## config.mk

```make
export PLATFORM = sky130hd
export DESIGN_NAME = mem_arbiter
export DESIGN_NICKNAME = d
export VERILOG_FILES = /design/src/rtl/mem_pkg.sv /design/src/rtl/rr_arb2.sv /design/src/rtl/mem_arbiter.sv
export SDC_FILE = /design/constraint.sdc
export NUM_CORES = 1
export LEC_CHECK = 0
export BUFFER_PORTS_ARGS = -buffer_cell sky130_fd_sc_hd__buf_4
export CELL_PAD_IN_SITES_DETAIL_PLACEMENT = 0
export CELL_PAD_IN_SITES_GLOBAL_PLACEMENT = 1
export CORE_AREA = 2 2 48 50
export CTS_BUF_LIST = sky130_fd_sc_hd__clkbuf_2
export DETAILED_ROUTE_END_ITERATION = 7
export DIE_AREA = 0 0 50 52
export GPL_TIMING_DRIVEN = 0
export PLACE_DENSITY_LB_ADDON = 0.1
export SLEW_MARGIN = 20
export SYNTH_ARGS = -nofsm -noshare
export SYNTH_HDL_FRONTEND = slang
export SYNTH_SLANG_ARGS = --single-unit
```

## constraint.sdc

```tcl
create_clock -name clock -period 2.2 [get_ports clock]
set_clock_uncertainty 0.1 [all_clocks]
set_input_delay 0.33 -clock clock [delete_from_list [all_inputs] [get_ports clock]]
set_output_delay 0.33 -clock clock [all_outputs]
set_load 0.01 [all_outputs]
```

## src/rtl/mem_pkg.sv

```systemverilog
// Shared definitions for the two-port memory arbiter.
package mem_pkg;

  localparam int AW_DEF = 4;
  localparam int DW_DEF = 4;
  localparam logic [DW_DEF-1:0] CLEAR_VALUE_DEF = '0;

  // Port indices into the request/grant vectors.
  localparam int PORT_FETCH = 0;
  localparam int PORT_LDST  = 1;

  typedef enum logic {
    ST_CLEAR = 1'b0,
    ST_RUN   = 1'b1
  } state_t;

endpackage

```

## src/rtl/rr_arb2.sv

```systemverilog
// Two-way round-robin picker: one-hot grant plus the pointer for next time.
module rr_arb2
  import mem_pkg::*;
(
  input  logic [1:0] i_req,
  input  logic       i_ptr,
  output logic [1:0] o_gnt,
  output logic       o_ptr_next
);

  // Pick a winner; after any grant the other port gets priority.
  // NOTE: every output gets a default first so no path leaves it unassigned (no latch).
  always_comb begin
    o_gnt      = i_req;
    o_ptr_next = i_ptr;
    if (&i_req) begin
      o_gnt = (i_ptr == 1'(PORT_LDST)) ? 2'b10 : 2'b01;
    end
    if (o_gnt[PORT_FETCH]) begin
      o_ptr_next = 1'(PORT_LDST);
    end else if (o_gnt[PORT_LDST]) begin
      o_ptr_next = 1'(PORT_FETCH);
    end
  end

endmodule

```

## src/rtl/mem_arbiter.sv

```systemverilog
// Arbiter/sequencer in front of a single-port synchronous memory.
// Clears the memory after reset, then shares it round-robin between the
// read-only fetch port (0) and the load/store port (1).
module mem_arbiter
  import mem_pkg::*;
#(
  parameter int            AW             = AW_DEF,
  parameter int            DW             = DW_DEF,
  parameter bit            CLEAR_ON_RESET = 1'b1,
  parameter logic [DW-1:0] CLEAR_VALUE    = DW'(CLEAR_VALUE_DEF)
) (
  input  logic          clock,
  input  logic          reset,
  output logic          ready,
  input  logic          p0_req,
  input  logic [AW-1:0] p0_addr,
  output logic          p0_gnt,
  output logic          p0_rvalid,
  output logic [DW-1:0] p0_rdata,
  input  logic          p1_req,
  input  logic          p1_we,
  input  logic [AW-1:0] p1_addr,
  input  logic [DW-1:0] p1_wdata,
  output logic          p1_gnt,
  output logic          p1_rvalid,
  output logic [DW-1:0] p1_rdata,
  output logic [AW-1:0] mem_address,
  output logic [DW-1:0] mem_in,
  output logic          mem_s,
  input  logic [DW-1:0] mem_out
);

  localparam state_t     ST_AFTER_RESET = CLEAR_ON_RESET ? ST_CLEAR : ST_RUN;
  // Extra top bit keeps the terminal count unambiguous.
  localparam logic [AW:0] CNT_LAST      = {1'b0, {AW{1'b1}}};

  state_t      r_state;
  state_t      w_state_next;
  logic [AW:0] r_cnt;
  logic        r_ptr;
  logic        w_ptr_next;
  logic [1:0]  w_req;
  logic [1:0]  w_gnt;
  logic        w_run;
  logic        r_p0_rvalid;
  logic        r_p1_rvalid;

  // Requests only count in RUN and never while reset is asserted.
  assign w_run = (r_state == ST_RUN) && !reset;
  assign w_req = w_run ? {p1_req, p0_req} : 2'b00;

  rr_arb2 u_arb (
    .i_req      (w_req),
    .i_ptr      (r_ptr),
    .o_gnt      (w_gnt),
    .o_ptr_next (w_ptr_next)
  );

  assign ready     = (r_state == ST_RUN);
  assign p0_gnt    = w_gnt[PORT_FETCH];
  assign p1_gnt    = w_gnt[PORT_LDST];
  assign p0_rvalid = r_p0_rvalid;
  assign p1_rvalid = r_p1_rvalid;
  assign p0_rdata  = mem_out;
  assign p1_rdata  = mem_out;

  // State register.
  // NOTE: sequential state uses non-blocking assignments so every flop samples pre-edge values.
  always_ff @(posedge clock or posedge reset) begin
    if (reset) begin
      r_state <= ST_AFTER_RESET;
    end else begin
      r_state <= w_state_next;
    end
  end

  // Next state and memory-side mux: clear sweep in CLEAR, granted port in RUN.
  always_comb begin
    w_state_next = r_state;
    mem_address  = '0;
    mem_in       = p1_wdata;
    mem_s        = 1'b0;
    if (!reset) begin
      case (r_state)
        ST_CLEAR: begin
          mem_address = r_cnt[AW-1:0];
          mem_in      = CLEAR_VALUE;
          mem_s       = 1'b1;
          if (r_cnt == CNT_LAST) begin
            w_state_next = ST_RUN;
          end
        end
        ST_RUN: begin
          if (w_gnt[PORT_LDST]) begin
            mem_address = p1_addr;
            mem_s       = p1_we;
          end else if (w_gnt[PORT_FETCH]) begin
            mem_address = p0_addr;
          end
        end
        default: w_state_next = ST_AFTER_RESET;
      endcase
    end
  end

  // Clear counter and round-robin pointer.
  always_ff @(posedge clock or posedge reset) begin
    if (reset) begin
      r_cnt <= '0;
      r_ptr <= 1'(PORT_FETCH);
    end else begin
      if (r_state == ST_CLEAR) begin
        r_cnt <= r_cnt + 1'b1;
      end
      r_ptr <= w_ptr_next;
    end
  end

  // Owner tag: a granted read returns its data on the owner's port next cycle.
  always_ff @(posedge clock or posedge reset) begin
    if (reset) begin
      r_p0_rvalid <= 1'b0;
      r_p1_rvalid <= 1'b0;
    end else begin
      r_p0_rvalid <= w_gnt[PORT_FETCH];
      r_p1_rvalid <= w_gnt[PORT_LDST] & ~p1_we;
    end
  end

endmodule

```

==> results of run 1 <==
metrics by stage:
step           area [µm²]  setup WS (ns)  power [mW]  utilization (%)  hold WS, ns
2_1_floorplan         584          0.552       0.535                -       0.0663
3_5_place_dp          905          0.475       0.690             43.0        0.273
4_1_cts               935          0.178       0.803             44.4        0.116
3_3_place_gp          905          0.482       0.683             43.0        0.272
5_1_grt               935         0.0475       0.863             44.4        0.126
6_report              935          0.209       0.784             44.4        0.136
placed cells by master, fill, tap and decap left out:
| cell | synthesis | layout |
|---|---|---|
| buf_4 | 9 | 47 |
| xnor2_1 | 3 | 3 |
| and3_4 | 1 | 1 |
| buf_6 | 1 | 1 |
| dfrtp_1 | 9 | 9 |
| a21o_1 | 1 | 1 |
| a31oi_1 | 1 | 1 |
| a21oi_1 | 2 | 2 |
| dlygate4sd3_1 | 0 | 1 |
| nand4b_1 | 1 | 1 |
| nor2b_2 | 1 | 1 |
| nand2_1 | 1 | 1 |
| nor2b_1 | 5 | 5 |
| ha_1 | 2 | 2 |
| inv_1 | 2 | 2 |
| and2_1 | 3 | 3 |
| nand2b_4 | 1 | 1 |
| clkbuf_2 | 0 | 4 |
| a221o_1 | 3 | 3 |
| nand2b_1 | 1 | 1 |
| mux2i_1 | 1 | 1 |
| a311oi_1 | 1 | 1 |
| and3_1 | 2 | 2 |
| mux2_2 | 1 | 1 |
| nand3_1 | 3 | 3 |
| nor2_1 | 2 | 2 |
power by group through the flow:
stage | clock [mW] | combinational, mW | sequential, mW
after global placement | 0 | 0.393 | 0.290
after floorplan | 0 | 0.252 | 0.284
after CTS | 0.113 | 0.401 | 0.289
after global routing | 0.119 | 0.444 | 0.300
final | 0.105 | 0.391 | 0.288
after detailed placement | 0 | 0.398 | 0.292
worst max-delay path: stages, from the launching register on:
cell     delay [ns]
dfrtp_1        0.40
nor2b_2        0.18
and3_1         0.24
a221o_1        0.36
buf_4          0.14
cell type report:
| type | count | area (µm²) | area share (%) |
|---|---|---|---|
| tap | 28 | 35.0 | 3.75 |
| sequential | 9 | 225 | 24.1 |
| timing repair buffer | 39 | 295 | 31.6 |
| clock buffer | 4 | 20.0 | 2.14 |
| multi-input combinational | 36 | 273 | 29.2 |
| inverter | 2 | 7.51 | 0.803 |
| buffer | 10 | 78.8 | 8.43 |
repair_timing:
action | in CTS | in global routing
hold endpoints to repair | 9 | 0
hold buffers | 1 | 0
buffers inserted | 0 | 0
kinds of logic (layout without fill, tap and decap cells):
kind of cell | Yosys count | count (layout) | synth area share (%)
AOI/OAI and AO/OA | 8 | 8 | 10.7
xor gates and xnor gates | 3 | 3 | 4.50
adders and majority gates | 2 | 2 | 4.28
buffers and inverters | 12 | 55 | 14.8
DFF | 9 | 9 | 38.5
muxes | 2 | 2 | 3.64
and+or+nand+nor | 21 | 21 | 23.6
flip-flops by register name (all words and copies together) (netlist names):
register,count
p0_rvalid,1
p1_rvalid,1
r_cnt,5
r_ptr,1
ready,1
path summary, 6_finish.rpt:
check	slack [ns]	end	cells after the start
hold / removal	0.14	p1_rvalid$_DFF_PP0_	2
max in group asynchronous	1.18	r_cnt[2]$_DFFE_PP0N_	3
hold reg to reg	0.39	r_cnt[3]$_DFFE_PP0N_	1
setup reg to reg	0.81	r_cnt[4]$_DFFE_PP0N_	4
min in group asynchronous	0.55	r_cnt[0]$_DFFE_PP0N_	3
setup / recovery	0.21	mem_address[3]	4
per-layer routing:
metal / vias to the layer above / share of wire [%] / global-route usage [%]
met4: 0 / 1.7 / 6.94
met5: - / 0 / 0
met3: 4 / 7.1 / 2.01
met2: 26 / 50 / 19.5
met1: 251 / 41 / 13.1
li1: 275 / - / -
==> Flow_metrics.wiki, run 1 <==
{| class="wikitable"
! Metric !! Value
|-
| Outcome || finished, final reports clean
|-
| Final Slew Violations || 0
|-
| Part of the Yosys area used for sequential elements || around 39%
|-
| Upper clock frequency limit || between 0.5 and 0.6 GHz
|-
| Maximum root-to-sink buffer count || 2
|-
| Switching share of power || 34.5%
|-
| Switching power of the nets || roughly 0.27 mW
|-
| Count of instances resized after the clock tree is built || 0
|-
| Clock-pin slew of the registers on the worst-case setup and hold paths || 0.09 ns
|-
| Initial antenna violation count || 0
|-
| Router iterations before antenna repair || 2
|-
| Synthesized netlist cell count || 57
|-
| Largest net degree at the start of global routing || 11
|-
| Max transition margin || between 70% and 80%
|-
| H-tree depth reported by CTS || 1
|-
| Combinational share of power || between 40% and 50%
|-
| Share of post-route cells with drive strength above 1 || between 50% and 60%
|-
| DRT iter0 DRCs || 1
|-
| Source-to-sink clock delay at the later pin of the worst-skew pair || 0.24 ns
|-
| Commonest cells post-synth || buf_4, dfrtp_1, nor2b_1
|-
| Count of distinct cell types in the synthesized netlist || 24
|-
| Critical Path Start Type || register
|-
| Worst setup EP type || output pin
|-
| Worst R2R Start || r_cnt[0]$_DFFE_PP0N_
|-
| Area Growth Syn to Fin || 60.0%
|-
| Internal power summed over all cells || ~0.5 mW
|-
| Peak ir drop on the vdd network || about 0.47 mV
|-
| Number of flops mapped to enable cells by yosys || 0
|-
| Horiz. Die Dim || roughly 50 µm
|-
| Net Count, Synth || 80
|-
| Chip height || between 50 and 60 µm
|-
| Proportion of power drawn by the clock network || about an eighth
|-
| Warnings, synthesis || 0
|-
| Setup tns final || 0 ns
|-
| Critical path start-end classification || reg -> out
|-
| Arrival time at the worst endpoint || approximately 1.6 ns
|-
| ANT nets after route || 0
|-
| Fillcell total || ~220
|-
| Launching instance or port of the critical path || ready$_DFFE_PP0N_
|-
| Ports placed on the boundary || 43
|-
| Post-synthesis average cell area || slightly above 10 µm²
|-
| Hold Vio Cnt, Final || 0
|-
| Final period demand of the worst path || around 2.0 ns
|-
| TritonCTS buffer count || 3
|-
| Wire length of the first global-routing pass || 2190 µm
|-
| Fin crit share || between 90% and 100%
|-
| Overall via count from detail_route || between 500 and 600
|-
| Type of the worst min-delay path || in -> reg
|-
| Via count of the first global-routing pass || between 500 and 600
|-
| Final setup violation count || 0
|-
| Maximum Capacitance Violations || 0
|-
| Detailed placement HPWL || approximately 1100 µm
|-
| Total Nets Final || 124
|-
| Root Buffer || clkbuf_2
|-
| Placed instance count || between 100 and 150
|-
| Area fraction of the dominant cell type after synthesis || roughly two fifths
|-
| Area of the placeable core || between 2000 and 2500 µm²
|-
| Post-synthesis instance area || around 580 µm²
|-
| Prevailing post-synth register cell || dfrtp_1
|-
| Clock net sink count || 9
|-
| Total leakage power || about 0.50 nW
|-
| Crit Path Max Fanout || 5
|-
| GRT Overall Usage || a little under an eighth
|-
| Drt total wl || roughly 1400 µm
|-
| Floorplan row count || 17
|-
| Cell type contributing the most total cell area after synthesis || dfrtp_1
|-
| TritonCTS clock tree || yes
|-
| Gp weighted congestion || ~0.69
|-
| Global-route congestion overflow total || 0
|-
| Start point of the worst min-delay path || p1_we
|-
| Drt wl/cell || between 10 and 15 µm
|-
| Main area contributors after synthesis || dfrtp_1, buf_4, nor2b_1, a221o_1, xnor2_1
|-
| Endpoint required time on the critical path || around 1.8 ns
|-
| Async S/R FF share, synth || 100%
|-
| Pwr Density || approximately 840 nW/µm²
|-
| Total die area || 2600 µm²
|-
| Starting Density || 27.7%
|-
| Residual DRC || 0
|-
| Count of non-filler cells in the finished layout || about 130
|-
| Antenna Cells || 0
|-
| IO Port Bufs || 38
|-
| Setup repair after global routing missed its margin || no
|-
| Share of total power in sequential cells || a little under two fifths
|-
| Slew of the pin with the lowest slew margin || ~0.38 ns
|-
| Number of storage elements in the synthesis netlist || 9
|-
| Per-cell via count in the routed design || around 4.3
|}
No activity file was read; power rests on OpenSTA's default activity.
==> inputs of run 2 (changes only) <==
Settings changed: CTS_BUF_LIST sky130_fd_sc_hd__clkbuf_2 to sky130_fd_sc_hd__clkbuf_16.
==> Flow_metrics.wiki, run 2 (synthesis gave the netlist of run 1 again) <==
{| class="wikitable"
! Metric !! Value
|-
| Outcome || finished, final reports clean
|-
| Area of the placeable core || roughly 2100 µm²
|-
| GRT Overall Usage || 11.4%
|-
| Drt total wl || approximately 1400 µm
|-
| Share of post-route cells with drive strength above 1 || between 50% and 60%
|-
| Hold buffer count at cts || 0
|-
| Router iterations before antenna repair || 2
|-
| Count of instances resized after the clock tree is built || 0
|-
| Max FFs per register || 5
|-
| Drt wl/cell || roughly 11 µm
|-
| Clock net sink count || 9
|-
| Slew of the pin with the lowest slew margin || 0.387 ns
|-
| Floorplan row count || 17
|-
| Crit-path cells || nor2b_2, and3_1, a221o_1, buf_4
|-
| H-tree depth reported by CTS || 1
|-
| Per-cell via count in the routed design || between 4 and 5
|-
| Placed instance count || approximately 120
|-
| Maximum Capacitance Violations || 0
|-
| Chip height || 52 µm
|-
| Final period demand of the worst path || between 1.5 and 2 ns
|-
| Max transition margin || 74.2%
|-
| Initial antenna violation count || 0
|-
| Antenna Cells || 0
|-
| Horiz. Die Dim || ~50 µm
|-
| Wire length of the first global-routing pass || 2210 µm
|-
| Pwr Density || slightly above 1000 nW/µm²
|-
| Fin crit share || between 80% and 90%
|-
| TritonCTS clock tree || yes
|-
| Endpoint required time on the critical path || between 1.5 and 2 ns
|-
| Type of the worst min-delay path || in -> async
|-
| Hold Vio Cnt, Final || 0
|-
| Register containing the most flip-flops in the final layout || r_cnt
|-
| Final core utilization || ~47%
|-
| CP bufs+invs || 1
|-
| IO Port Bufs || 38
|-
| Via count of the first global-routing pass || roughly 530
|-
| Final setup violation count || 0
|-
| Source-to-sink clock delay at the later pin of the worst-skew pair || between 0.2 and 0.25 ns
|-
| Ports placed on the boundary || between 40 and 50
|-
| Maximum root-to-sink buffer count || 2
|-
| Worst path max stage delay || around 0.38 ns
|-
| Critical path start-end classification || reg -> out
|-
| Tot Pwr || just under 1 mW
|-
| Post-CTS setup buffer count || 0
|-
| TritonCTS buffer count || 3
|-
| Residual DRC || 0
|-
| DRT iter0 DRCs || 2
|-
| Global-route congestion overflow total || 0
|-
| Worst setup EP type || output pin
|-
| Largest net degree at the start of global routing || 11
|-
| Tightest hold margin || about 0.014 ns
|-
| Gp weighted congestion || around 0.7
|-
| Total die area || between 2000 and 3000 µm²
|-
| Root Buffer || clkbuf_16
|-
| ANT nets after route || 0
|-
| Setup tns final || 0 ns
|-
| Total Nets Final || ~120
|-
| Clock-pin slew of the registers on the worst-case setup and hold paths || ~0.04 ns
|-
| Arrival time at the worst endpoint || about 1.5 ns
|-
| Crit Path Max Fanout || 5
|-
| Starting Density || around 28%
|-
| Upper clock frequency limit || approximately 0.5 GHz
|-
| Count of non-filler cells in the finished layout || approximately 130
|-
| Detailed placement HPWL || between 1000 and 1500 µm
|-
| Final Slew Violations || 0
|-
| Commonest cells after routing, fill and taps aside || buf_4, dfrtp_1, nor2b_1
|-
| Largest delay contributor family on the critical path || simple AND/OR/NAND/NOR gates
|-
| Total leakage power || between 0.5 and 0.6 nW
|-
| R2R setup slack || about 0.8 ns
|-
| Critical Path Start Type || register
|-
| CP max stage cell || dfrtp_1
|-
| Overall via count from detail_route || approximately 550
|-
| Peak ir drop on the vdd network || ~0.6 mV
|-
| Setup repair after global routing missed its margin || no
|-
| Area Growth Syn to Fin || 68.3%
|-
| Most common library cell in the layout ignoring fill and taps || buf_4
|}
## run 2: changes by cell type in the layout (fill, tap and decap cells not counted)
cell	before	now
dlygate4sd3_1	1	0
clkbuf_16	0	3
inv_1	2	3
clkbuf_2	4	0
## run 2: worst paths after layout
path	startpoint	to	depth (start not counted)
worst max-delay path	ready$_DFFE_PP0N_	mem_address[3]	4
worst min-delay path	reset	r_cnt[0]$_DFFE_PP0N_	2
worst max register to register	r_cnt[0]$_DFFE_PP0N_	r_cnt[4]$_DFFE_PP0N_	4
min in group clock	p1_we	p1_rvalid$_DFF_PP0_	2
max in group asynchronous	reset	p0_rvalid$_DFF_PP0_	2
worst min register to register	r_cnt[3]$_DFFE_PP0N_	r_cnt[3]$_DFFE_PP0N_	1
## run 2: final cells by class
| class | count | area (µm²) |
|---|---|---|
| tap | 28 | 35.0 |
| multi-input combinational | 36 | 273 |
| fill | 206 | 1120 |
| timing repair buffer | 38 | 285 |
| clock inverter | 1 | 3.75 |
| sequential | 9 | 225 |
| buffer | 10 | 78.8 |
| clock buffer | 3 | 75.1 |
| inverter | 2 | 7.51 |
## run 2: layer usage
metal | wire [µm] | GRT usage (%) | vias up
li1 | - | - | 274
met1 | 587 | 12.9 | 246
met2 | 683 | 20.0 | 26
met3 | 106 | 2.87 | 2
met4 | 10 | 5.56 | 0
met5 | 0 | 0 | -
## run 2: worst register-to-register path, stage by stage, from the launching register on
cell	delay, ns
dfrtp_1	0.41
ha_1	0.22
and3_1	0.19
ha_1	0.26
mux2i_1	0.12
## run 2: where the power goes
group / internal (mW) / leakage [nW] / switching, mW
sequential: 0.234 / 0.107 / 0.0557
combinational: 0.231 / 0.369 / 0.158
clock: 0.237 / 0.0423 / 0.0753
total: 0.703 / 0.519 / 0.289
## run 2: per-stage QoR
stage | cell area [µm²] | setup WS [ns]
after floorplan | 584 | 0.552
after global placement | 905 | 0.482
after detailed placement | 905 | 0.475
after CTS | 983 | 0.220
after global routing | 983 | 0.107
final | 983 | 0.237
==> inputs of run 3 (changes only) <==
Settings changed: GPL_ROUTABILITY_DRIVEN from default to 0, SETUP_SLACK_MARGIN from default to 0.5.
==> Flow_metrics.wiki, run 3 (synthesis gave the netlist of run 1 again) <==
{| class="wikitable"
! Metric !! Value
|-
| Outcome || finished, final reports clean
|-
| Share of post-route cells with drive strength above 1 || just over 60%
|-
| Final setup violation count || 0
|-
| TritonCTS buffer count || 3
|-
| H-tree depth reported by CTS || 1
|-
| Endpoint required time on the critical path || ~1.8 ns
|-
| Drt total wl || roughly 1500 µm
|-
| Placed instance count || around 120
|-
| Maximum root-to-sink buffer count || 2
|-
| Maximum Capacitance Violations || 0
|-
| TritonCTS clock tree || yes
|-
| Post-Place Setup Slack || 0.475 ns
|-
| Post-route cell area || approximately 1100 µm²
|-
| Horiz. Die Dim || 50 µm
|-
| Final period demand of the worst path || approximately 1.9 ns
|-
| ANT nets after route || 0
|-
| Total Nets Final || ~130
|-
| Upper clock frequency limit || 0.526 GHz
|-
| Source-to-sink clock delay at the later pin of the worst-skew pair || about 0.23 ns
|-
| Setup tns final || 0 ns
|-
| DRT iter0 DRCs || 3
|-
| Crit Path Max Fanout || 5
|-
| Count of non-filler cells in the finished layout || approximately 130
|-
| Initial antenna violation count || 0
|-
| Met2 GRT Util || between 20% and 30%
|-
| Placed Area || just over 900 µm²
|-
| Wire length of the first global-routing pass || 2320 µm
|-
| Residual DRC || 0
|-
| Per-cell via count in the routed design || roughly 4.3
|-
| Type of the worst min-delay path || in -> async
|-
| Pwr Density || 1010 nW/µm²
|-
| Worst setup EP type || output pin
|-
| Total die area || 2600 µm²
|-
| Fin crit share || a little under nine tenths
|-
| Register containing the most flip-flops in the final layout || r_cnt
|-
| Antenna Cells || 0
|-
| Arrival time at the worst endpoint || roughly 1.5 ns
|-
| Chip height || 52 µm
|-
| Max transition margin || between 70% and 80%
|-
| Area of the placeable core || around 2100 µm²
|-
| Clock net sink count || 9
|-
| GRT Overall Usage || between 10% and 20%
|-
| Floorplan row count || 17
|-
| Total leakage power || about 0.55 nW
|-
| Routing layer with the top usage in global route || met2
|-
| Final core utilization || approximately 50%
|-
| Hold Vio Cnt, Final || 0
|-
| Drt wl/cell || approximately 11 µm
|-
| Setup repair after global routing missed its margin || yes
|-
| Area Growth Syn to Fin || 80.7%
|-
| Max FFs per register || 5
|-
| Clock-pin slew of the registers on the worst-case setup and hold paths || roughly 0.040 ns
|-
| Overall via count from detail_route || 566
|-
| Final Slew Violations || 0
|-
| Detailed placement HPWL || between 1000 and 1500 µm
|-
| Critical path start-end classification || reg -> out
|-
| Fillcell total || ~210
|-
| Via count of the first global-routing pass || ~550
|-
| Router iterations before antenna repair || 4
|-
| Final worst slack || between 0.2 and 0.3 ns
|-
| Global-route congestion overflow total || 0
|-
| Largest net degree at the start of global routing || 11
|-
| Root Buffer || clkbuf_16
|-
| Commonest cells after routing, fill and taps aside || buf_4, dfrtp_1, nor2b_1
|-
| Global-route track usage on met3 || 2.87%
|-
| Slew of the pin with the lowest slew margin || approximately 0.4 ns
|-
| Starting Density || approximately 28%
|-
| Ports placed on the boundary || 43
|-
| Depth of the worst register-to-register path || 4
|-
| IO Port Bufs || 38
|-
| Peak ir drop on the vdd network || 0.643 mV
|-
| Critical Path Start Type || register
|-
| M1 GR Usage || 13.7%
|-
| Most common library cell in the layout ignoring fill and taps || buf_4
|}
[run 3: stage by stage]
stage               power, mW  hold slack (ns)
global placement        0.683            0.272
detailed placement      0.690            0.273
floorplan               0.535           0.0663
CTS                      1.07           0.0443
global route             1.15           0.0738
finish                   1.07           0.0336
[run 3: final timing paths]
kind | slack [ns] | to | start
worst min register to register | 0.39 | r_cnt[3]$_DFFE_PP0N_ | r_cnt[3]$_DFFE_PP0N_
worst max-delay path | 0.30 | mem_address[2] | r_ptr$_DFFE_PP0P_
max in group asynchronous | 1.69 | p0_rvalid$_DFF_PP0_ | reset
min in group clock | 0.16 | p1_rvalid$_DFF_PP0_ | p1_we
worst max register to register | 0.82 | r_cnt[4]$_DFFE_PP0N_ | r_cnt[0]$_DFFE_PP0N_
worst min-delay path | 0.03 | r_cnt[0]$_DFFE_PP0N_ | reset
[run 3: routing by layer]
metal  routed length [µm]  vias to the layer above
met3                   91                        2
li1                     -                      281
met5                    0                        -
met1                  614                      259
met4                   10                        0
met2                  759                       24
[run 3: layout make-up]
class                      count  area (µm²)  area share (%)
timing repair buffer          42         327            30.9
multi-input combinational     36         304            28.8
sequential                     9         225            21.3
buffer                        10        78.8            7.46
clock buffer                   3        75.1            7.11
tap                           28        35.0            3.32
inverter                       2        7.51           0.711
clock inverter                 1        3.75           0.355
[run 3: repair_timing]
| action | 4_1_cts | 5_1_grt |
|---|---|---|
| endpoints found under the setup margin | 8 | 8 |
| hold endpoints to repair | 0 | 0 |
| pin swaps | 2 | 0 |
| gates resized for setup | 10 | 1 |
| setup buffers | 2 | 2 |
| hold buffers | 0 | 0 |
[run 3: where the power goes]
part           internal [mW]  total, mW  switching, mW
Clock                  0.237      0.311         0.0742
Combinational          0.286      0.472          0.187
Sequential             0.234      0.288         0.0534
Total                  0.757       1.07          0.314
[run 3: worst max-delay path, stage by stage (launching register included)]
cell      delay (ns)
dfrtp_1         0.38
nand2b_4        0.15
and3_4          0.17
buf_6           0.12
a221o_1         0.30
buf_6           0.12
